--- src/rtl/vectrex_pkg.sv ---
// vectrex_pkg: shared cartridge constants and loader state encoding
package vectrex_pkg;
  localparam int CART_AW = 15;
  localparam int CART_SIZE = 32768;
  typedef enum logic [1:0] {ST_IDLE, ST_LOAD, ST_WAIT, ST_PULSE} state_t;
endpackage

--- src/rtl/vectrex_mask_gen.sv ---
// vectrex_mask_gen: smallest all-ones mask covering an address
module vectrex_mask_gen
  import vectrex_pkg::*;
(
  input  logic [CART_AW-1:0] addr,
  output logic [CART_AW-1:0] mask
);
  logic [CART_AW-1:0] m1, m2, m4;
  assign m1 = addr | (addr >> 1);
  assign m2 = m1 | (m1 >> 2);
  assign m4 = m2 | (m2 >> 4);
  assign mask = m4 | (m4 >> 8);
endmodule

--- src/rtl/vectrex_cart_loader.sv ---
// vectrex_cart_loader: write-through cartridge download with optional skip-logo reset pulse
module vectrex_cart_loader
  import vectrex_pkg::*;
#(
  parameter int TIMEOUT = 5000000,
  parameter int PULSE_LEN = 1000,
  parameter int MAX_ADDR_W = 15
) (
  input  logic               clk_sys,
  input  logic               reset,
  input  logic               ioctl_download,
  input  logic               ioctl_wr,
  input  logic [24:0]        ioctl_addr,
  input  logic [7:0]         ioctl_dout,
  input  logic               skip_logo,
  output logic               cart_wr,
  output logic [CART_AW-1:0] cart_addr,
  output logic [7:0]         cart_data,
  output logic [CART_AW-1:0] cart_mask,
  output logic               overflow,
  output logic               loaded,
  output logic               core_reset
);
  localparam logic [31:0] WAIT_LD = (TIMEOUT > PULSE_LEN) ? 32'(TIMEOUT - PULSE_LEN - 1) : 32'd0;
  localparam logic [31:0] PULSE_LD = (PULSE_LEN > 0) ? 32'(PULSE_LEN - 1) : 32'd0;
  state_t state, state_nx;
  logic dl_q, rise, fall, accept, in_range;
  logic [15:0] byte_cnt;
  logic [31:0] cnt;
  logic [CART_AW-1:0] addr_mask;
  assign rise = ioctl_download & ~dl_q;
  assign fall = ~ioctl_download & dl_q;
  assign accept = state == ST_LOAD && ioctl_download && ioctl_wr;
  assign in_range = (ioctl_addr >> MAX_ADDR_W) == 25'd0 && ioctl_addr < 25'(CART_SIZE);
  vectrex_mask_gen u_mask (.addr(ioctl_addr[CART_AW-1:0]), .mask(addr_mask));
  always_comb begin
    state_nx = state;
    if (rise) state_nx = ST_LOAD;
    else if (state == ST_LOAD && fall) state_nx = (skip_logo && byte_cnt != 16'd0) ? ST_WAIT : ST_IDLE;
    else if (state == ST_WAIT && cnt == 32'd0) state_nx = ST_PULSE;
    else if (state == ST_PULSE && cnt == 32'd0) state_nx = ST_IDLE;
  end
  always_ff @(posedge clk_sys)
    state <= reset ? ST_IDLE : state_nx;
  // dl_q tracks the live download level through reset so a download already high is never seen as a new start
  always_ff @(posedge clk_sys) begin
    dl_q <= ioctl_download;
    if (reset) begin
      cart_wr <= 1'b0;
      cart_addr <= '0;
      cart_data <= '0;
      cart_mask <= '0;
      overflow <= 1'b0;
      loaded <= 1'b0;
      core_reset <= 1'b0;
      byte_cnt <= '0;
      cnt <= '0;
    end else begin
      core_reset <= ioctl_download | (state_nx == ST_PULSE);
      cart_wr <= accept && in_range;
      if (accept && in_range) begin
        cart_addr <= ioctl_addr[CART_AW-1:0];
        cart_data <= ioctl_dout;
        cart_mask <= cart_mask | addr_mask;
        byte_cnt <= byte_cnt + 16'(byte_cnt != 16'hFFFF);
      end
      if (accept && !in_range) overflow <= 1'b1;
      if (state == ST_LOAD && fall) loaded <= byte_cnt != 16'd0;
      if (rise) begin
        cart_mask <= '0;
        overflow <= 1'b0;
        loaded <= 1'b0;
        byte_cnt <= '0;
      end
      cnt <= state == ST_LOAD ? WAIT_LD : (state == ST_WAIT && state_nx == ST_PULSE) ? PULSE_LD : cnt - 32'(cnt != 32'd0);
    end
  end
endmodule
--- config.mk ---
export PLATFORM = sky130hd
export DESIGN_NAME = vectrex_cart_loader
export DESIGN_NICKNAME = d
export VERILOG_FILES = /design/src/rtl/vectrex_pkg.sv /design/src/rtl/vectrex_mask_gen.sv /design/src/rtl/vectrex_cart_loader.sv
export SDC_FILE = /design/constraint.sdc
export NUM_CORES = 1
export LEC_CHECK = 0
export BUFFER_PORTS_ARGS = -buffer_cell sky130_fd_sc_hd__buf_2
export CAP_MARGIN = 20
export CELL_PAD_IN_SITES_DETAIL_PLACEMENT = 1
export CELL_PAD_IN_SITES_GLOBAL_PLACEMENT = 1
export CORE_MARGIN = 1.5
export CORE_UTILIZATION = 43
export DETAILED_ROUTE_END_ITERATION = 8
export PLACE_DENSITY = 0.85
export SLEW_MARGIN = 20
export SYNTH_ARGS = -nofsm -noshare
export SYNTH_HDL_FRONTEND = slang
export SYNTH_SLANG_ARGS = --single-unit
--- constraint.sdc ---
create_clock -name clk_sys -period 4.29 [get_ports clk_sys]
set_input_delay 0.429 -clock clk_sys [delete_from_list [all_inputs] [get_ports clk_sys]]
set_output_delay 0.429 -clock clk_sys [all_outputs]
set_load 0.02 [all_outputs]
Word-level counts from Yosys, hierarchy flattened
Index checks and enable logic that the tools add are counted.
- input port bits: 38
- register bits: 93
- $add $sub $neg: 2
- eq/ne operators: 5
- muxes and demuxes: 7
- bitwise operators: 10
- magnitude comparators: 1
- reductions and logical operators: 18
- operators by type and width (kind ; count):
    2-to-1 mux 23 bit ; 2
    zero test 32 bit ; 1
    nonzero test 32 bit ; 1
    subtractor 32 x 1 -> 32 bit ; 1
    zero test 25 bit ; 1
    < comparator 25 x 16 -> 1 bit (second input constant) ; 1
    adder 16 x 1 -> 16 bit ; 1
    inequality test 16 bit (second input constant) ; 1
    nonzero test 16 bit ; 1
    OR 15 x 11 -> 15 bit ; 1
    OR 15 x 13 -> 15 bit ; 1
    OR 15 x 14 -> 15 bit ; 1
    OR 15 bit ; 1
    OR 15 x 7 -> 15 bit ; 1
    logical AND 1 bit ; 10
    2-to-1 mux 2 bit ; 5
    == test 2 bit (second input constant) ; 3
    OR reduction 2 bit ; 2
    OR reduction 3 bit ; 1
    AND 1 bit ; 2
    == test 2 x 1 -> 1 bit (second input constant) ; 1
    NOT 1 bit ; 2
    zero test 1 bit ; 1
    OR 1 bit ; 1

Depth between registers and ports, before layout
- depth after elaboration: 10
- mapped depth: 11

By module
Synthesis repeated with hierarchy kept, for this count alone.
- cell total of the unflattened synthesis: 493
- area total of the unflattened synthesis: 4199.0 um^2
- by module, submodules not included (module ; sequential area each (um^2) ; times used ; area each (um^2) ; cells an instance):
    vectrex_cart_loader ; 1861.8 ; 1 ; 4052.6 ; 470
    vectrex_mask_gen ; 0.0 ; 1 ; 146.4 ; 23

Least setup slack after synthesis
Ideal clock, no wire load.
- path kind: reg2reg
- from: register cnt[15]
- to: register cnt[14]
- required time: 4.160 ns
- library setup time: 0.130 ns
- cell stages (with the launch flop): 12
- arrival time: 2.251 ns
- buffers on the path: 1
- slack: 1.909 ns
- cell sequence: dfxtp_1 nor4_4 nand4_2 or3_1 clkbuf_1 ha_1 ha_1 nor3b_1 nand4_1 xnor2_1 a21oi_1 nor2_1
- longest elaborated chain between the ends: 10
- RTL lines (item ; RTL line ; RTL):
    from (decl) ; vectrex_cart_loader.sv:29 ; logic [31:0] cnt;
    from (signal assigned) ; vectrex_cart_loader.sv:75 ; cnt <= state == ST_LOAD ? WAIT_LD : (state == ST_WAIT && state_nx == ST_PULSE) ? PULSE_LD : cnt - 32'(cnt != 3 ...
    branches (longest 8 deep; another with subtractor 32 x 1 -> 32 bit) ; n/a ;
    2-to-1 mux 23 bit (*) (2 in series) ; vectrex_cart_loader.sv:75 ;
Mark *: on every way between the ends.
A chain may end at the register's enable or synchronous reset.

Worst setup path after layout
- from: register cnt[7]
- to: register cnt[8]
The elaborated chain is that of the path after synthesis.

==> reports/metrics.yaml <==
power:
  powerDensity_mw_per_mm2: 496
  p_leak_nw: 1.81
  max-vdd-ir-drop_mv: 0.212
  total_power_w: 0.00229
clocking:
  cts_tree: "built"
  clk_path_buf_depth: 2
  clock_latency_ps: 370
  cts_resized: 0
  clock_tree.root_cell: "clkbuf_8"
  post_cts.repair.setup_buffers: 0
  numClockSinks: 93
  htree_levels: 3
  clk_pin_slew_ps: 100
  ctsHoldBuffers: 0
  numCtsBuffers: 9
cells_and_area:
  multi_input_area_sq_mm: 0.00197
  fillers: 1123
  area_delta_synth_final_pct: 16.7
  final_area_sq_mm: 0.00462
  regArea_sq_mm: 0.00186
  antenna_cells: 0
  drive_above_1_share_pct: 19.3
  final_nets: 587
sta:
  layout_setup_ws_ps: 1340
  slew_violations: 0
  timing_hold_violations_final: 0
  min_period_ps: 2950
  clock_skew_ps: 11.1
  period_share_pct: 68.8
  fin_hold_ws_ps: 189
  fmax_mhz: 339
  rsz0062_at_grt: "no"
  maxSlewHeadroom_pct: 46.4
  worst_pin_slew_ps: 804
  tns_ps: 0
  setup_violations: 0
global_routing:
  track_usage_pct: 23.7
  grt_pass1_wl_um: 18600
  overflow: 0
  grt_max_degree: 48
  antenna_found_initial: 0
  grt_pass1_vias: 3833
setup_path:
  end_kind: "register"
  ff2ff_path_depth: 9
  cpPeakStageDelay_ps: 580
  rrSetupSlack_ps: 1340
  cp_cell_sequence: "nor3_2, nand4_2, or3_1, ha_1, nor4b_2, nand2_1, or3_1, xor2_1, a21oi_1"
  worstPathMaxFanout: 16
  timing.critical_path.max_delay_family: "simple AND/OR/NAND/NOR gates"
  crit_top_cell: "or3_1"
  cp-start-kind: "register"
  r2r_start: "cnt[7]"
  worstSetupPathType: "reg2reg"
  cp_data_arrival_time_ps: 3170
  reg2reg_to: "cnt[8]"
  cpMaxStageDelayCell: "or3_1"
  worst-path-buf-inv: 0
  required_ps: 4510
yosys:
  yosysTopAreaCell: "dfxtp_1"
  ys_ff_latch: 93
  synth_nets: 515
  async_flop_share_pct: 0
  synth-main-ff-cell: "dfxtp_1"
  ys_warn_count: 0
  synth.yosys.seq_area_share_pct: 47.0
  yosysUniqueCellTypes: 43
  synthCells: 472
  synth.avg_cell_area_sq_um: 8.40
  yosys.area.top_type_share_pct: 47.0
  synth_edf_count: 0
  synth_area_sq_mm: 0.00396
  yosys-top-cells-area: "dfxtp_1 47%, a21oi_1 6.4%, nand2_1 5.7%, nor2_1 5.7%, xnor2_1 5.1%"
routing:
  vias: 3597
  remaining_drc_errors: 1
  totalWireLength_um: 11000
  ant_nets: 0
  via_per_inst: 5.47
  firstDrtPassIters: 6
  drt-initial-drc-count: 114
  routedWlPerCell_um: 16.7
place:
  placed_area_sq_mm: 0.00443
  preCtsSetupSlack_ps: 1400
  place_congestion: 0.858
  port_buffers: 79
  hpwlAfterDp_um: 7780
run:
  maxCapViolations: 0
die:
  num_io_pins: 80
  die_area_sq_mm: 0.00980
  core_sq_mm: 0.00881
  start_util_pct: 45.0
  die_w_um: 99.0
  die_h_um: 99.0
  num_rows: 34
worst_hold_path:
  holdPathStages: 1
  min_to: "dl_q"
  min_from: "ioctl_download"
  hp-class: "in2reg"
run_status:
  violations: "design-rule violations"
  status: "finished, violations left"
where the power goes:
group / switching (W) / total, W / internal [W]
registers: 0.0000978 / 0.00105 / 0.000949
clock network: 0.000321 / 0.000592 / 0.000271
logic: 0.000396 / 0.000655 / 0.000259
total: 0.000816 / 0.00229 / 0.00148
cells in the final DEF (no fill, tap or decap), drive strengths merged, types with 13 or more instances in the layout:
cell    n
nand2  60
nor2   60
o21ai  16
nor4   17
nor3   20
a21oi  53
nand4  16
xnor2  23
xor2   13
or3    13
dfxtp  93
buf    82
layout make-up:
| class | count | area share (%) |
|---|---|---|
| clock buffers | 11 | 2.84 |
| flip-flops and latches | 93 | 40.3 |
| inverters | 12 | 0.974 |
| repair buffers | 82 | 9.04 |
| clock inverters | 5 | 1.33 |
| multi-input cells | 346 | 42.6 |
| well taps | 108 | 2.92 |
metrics by stage:
step                instances  util, %
floorplan                 472        -
global placement          641     50.3
detailed placement        641     50.3
CTS                       657     52.5
global route              657     52.5
finish                    657     52.5
per-layer routing:
metal / part of all wire [%] / GRT usage [%] / wire length (um)
met1: 42 / 27.0 / 4650
met2: 53 / 44.1 / 5810
met3: 3.1 / 4.40 / 342
met4: 1.7 / 8.46 / 189
met5: 0 / 0 / 0
worst register-to-register path: cells and delay by family (launching register included):
family	cells	cell delay, ps
XOR/XNOR	1	150
AND/OR/NAND/NOR	6	1990
AO/OA/AOI/OAI	1	90
flip-flops	1	350
adder cells (fa/ha/maj)	1	220
cell usage after synthesis, drive strengths merged (4+ instances only):
master	n
clkbuf	15
nand4	16
inv	12
nor4	17
xnor2	23
o21ai	16
nor2	60
xor2	13
nand2	60
ha	5
buf	6
and2	4
nor3	20
nand3	11
or3	13
a21oi	53
dfxtp	93
and3	6
state kept, by name, summed over array words and instances, names as in the netlist, 2 cells and up:
register and count:
byte_cnt 16, cart_mask 15, cnt 32, state 2, cart_data 8, cart_addr 15
cell families after synthesis:
family                     synth area share [%]
and+or+nand+nor                            28.8
xor gates and xnor gates                   7.95
AOI/OAI and AO/OA                          11.0
muxes                                     0.253
DFF                                        47.0
adders and majority gates                  1.58
buffers and inverters                      3.38
worst max-delay path by stage:
| stage | cells past startpoint | to | slack [ps] | start |
|---|---|---|---|---|
| floorplan | 11 | cnt[14] | 1910 | cnt[15] |
| global placement | 9 | cnt[8] | 1540 | cnt[15] |
| detailed placement | 9 | cnt[8] | 1400 | cnt[7] |
| CTS | 9 | cnt[8] | 1360 | cnt[7] |
| global route | 9 | cnt[8] | 1100 | cnt[7] |
| finish | 9 | cnt[8] | 1340 | cnt[7] |
Power figures use the tool's default switching activity.
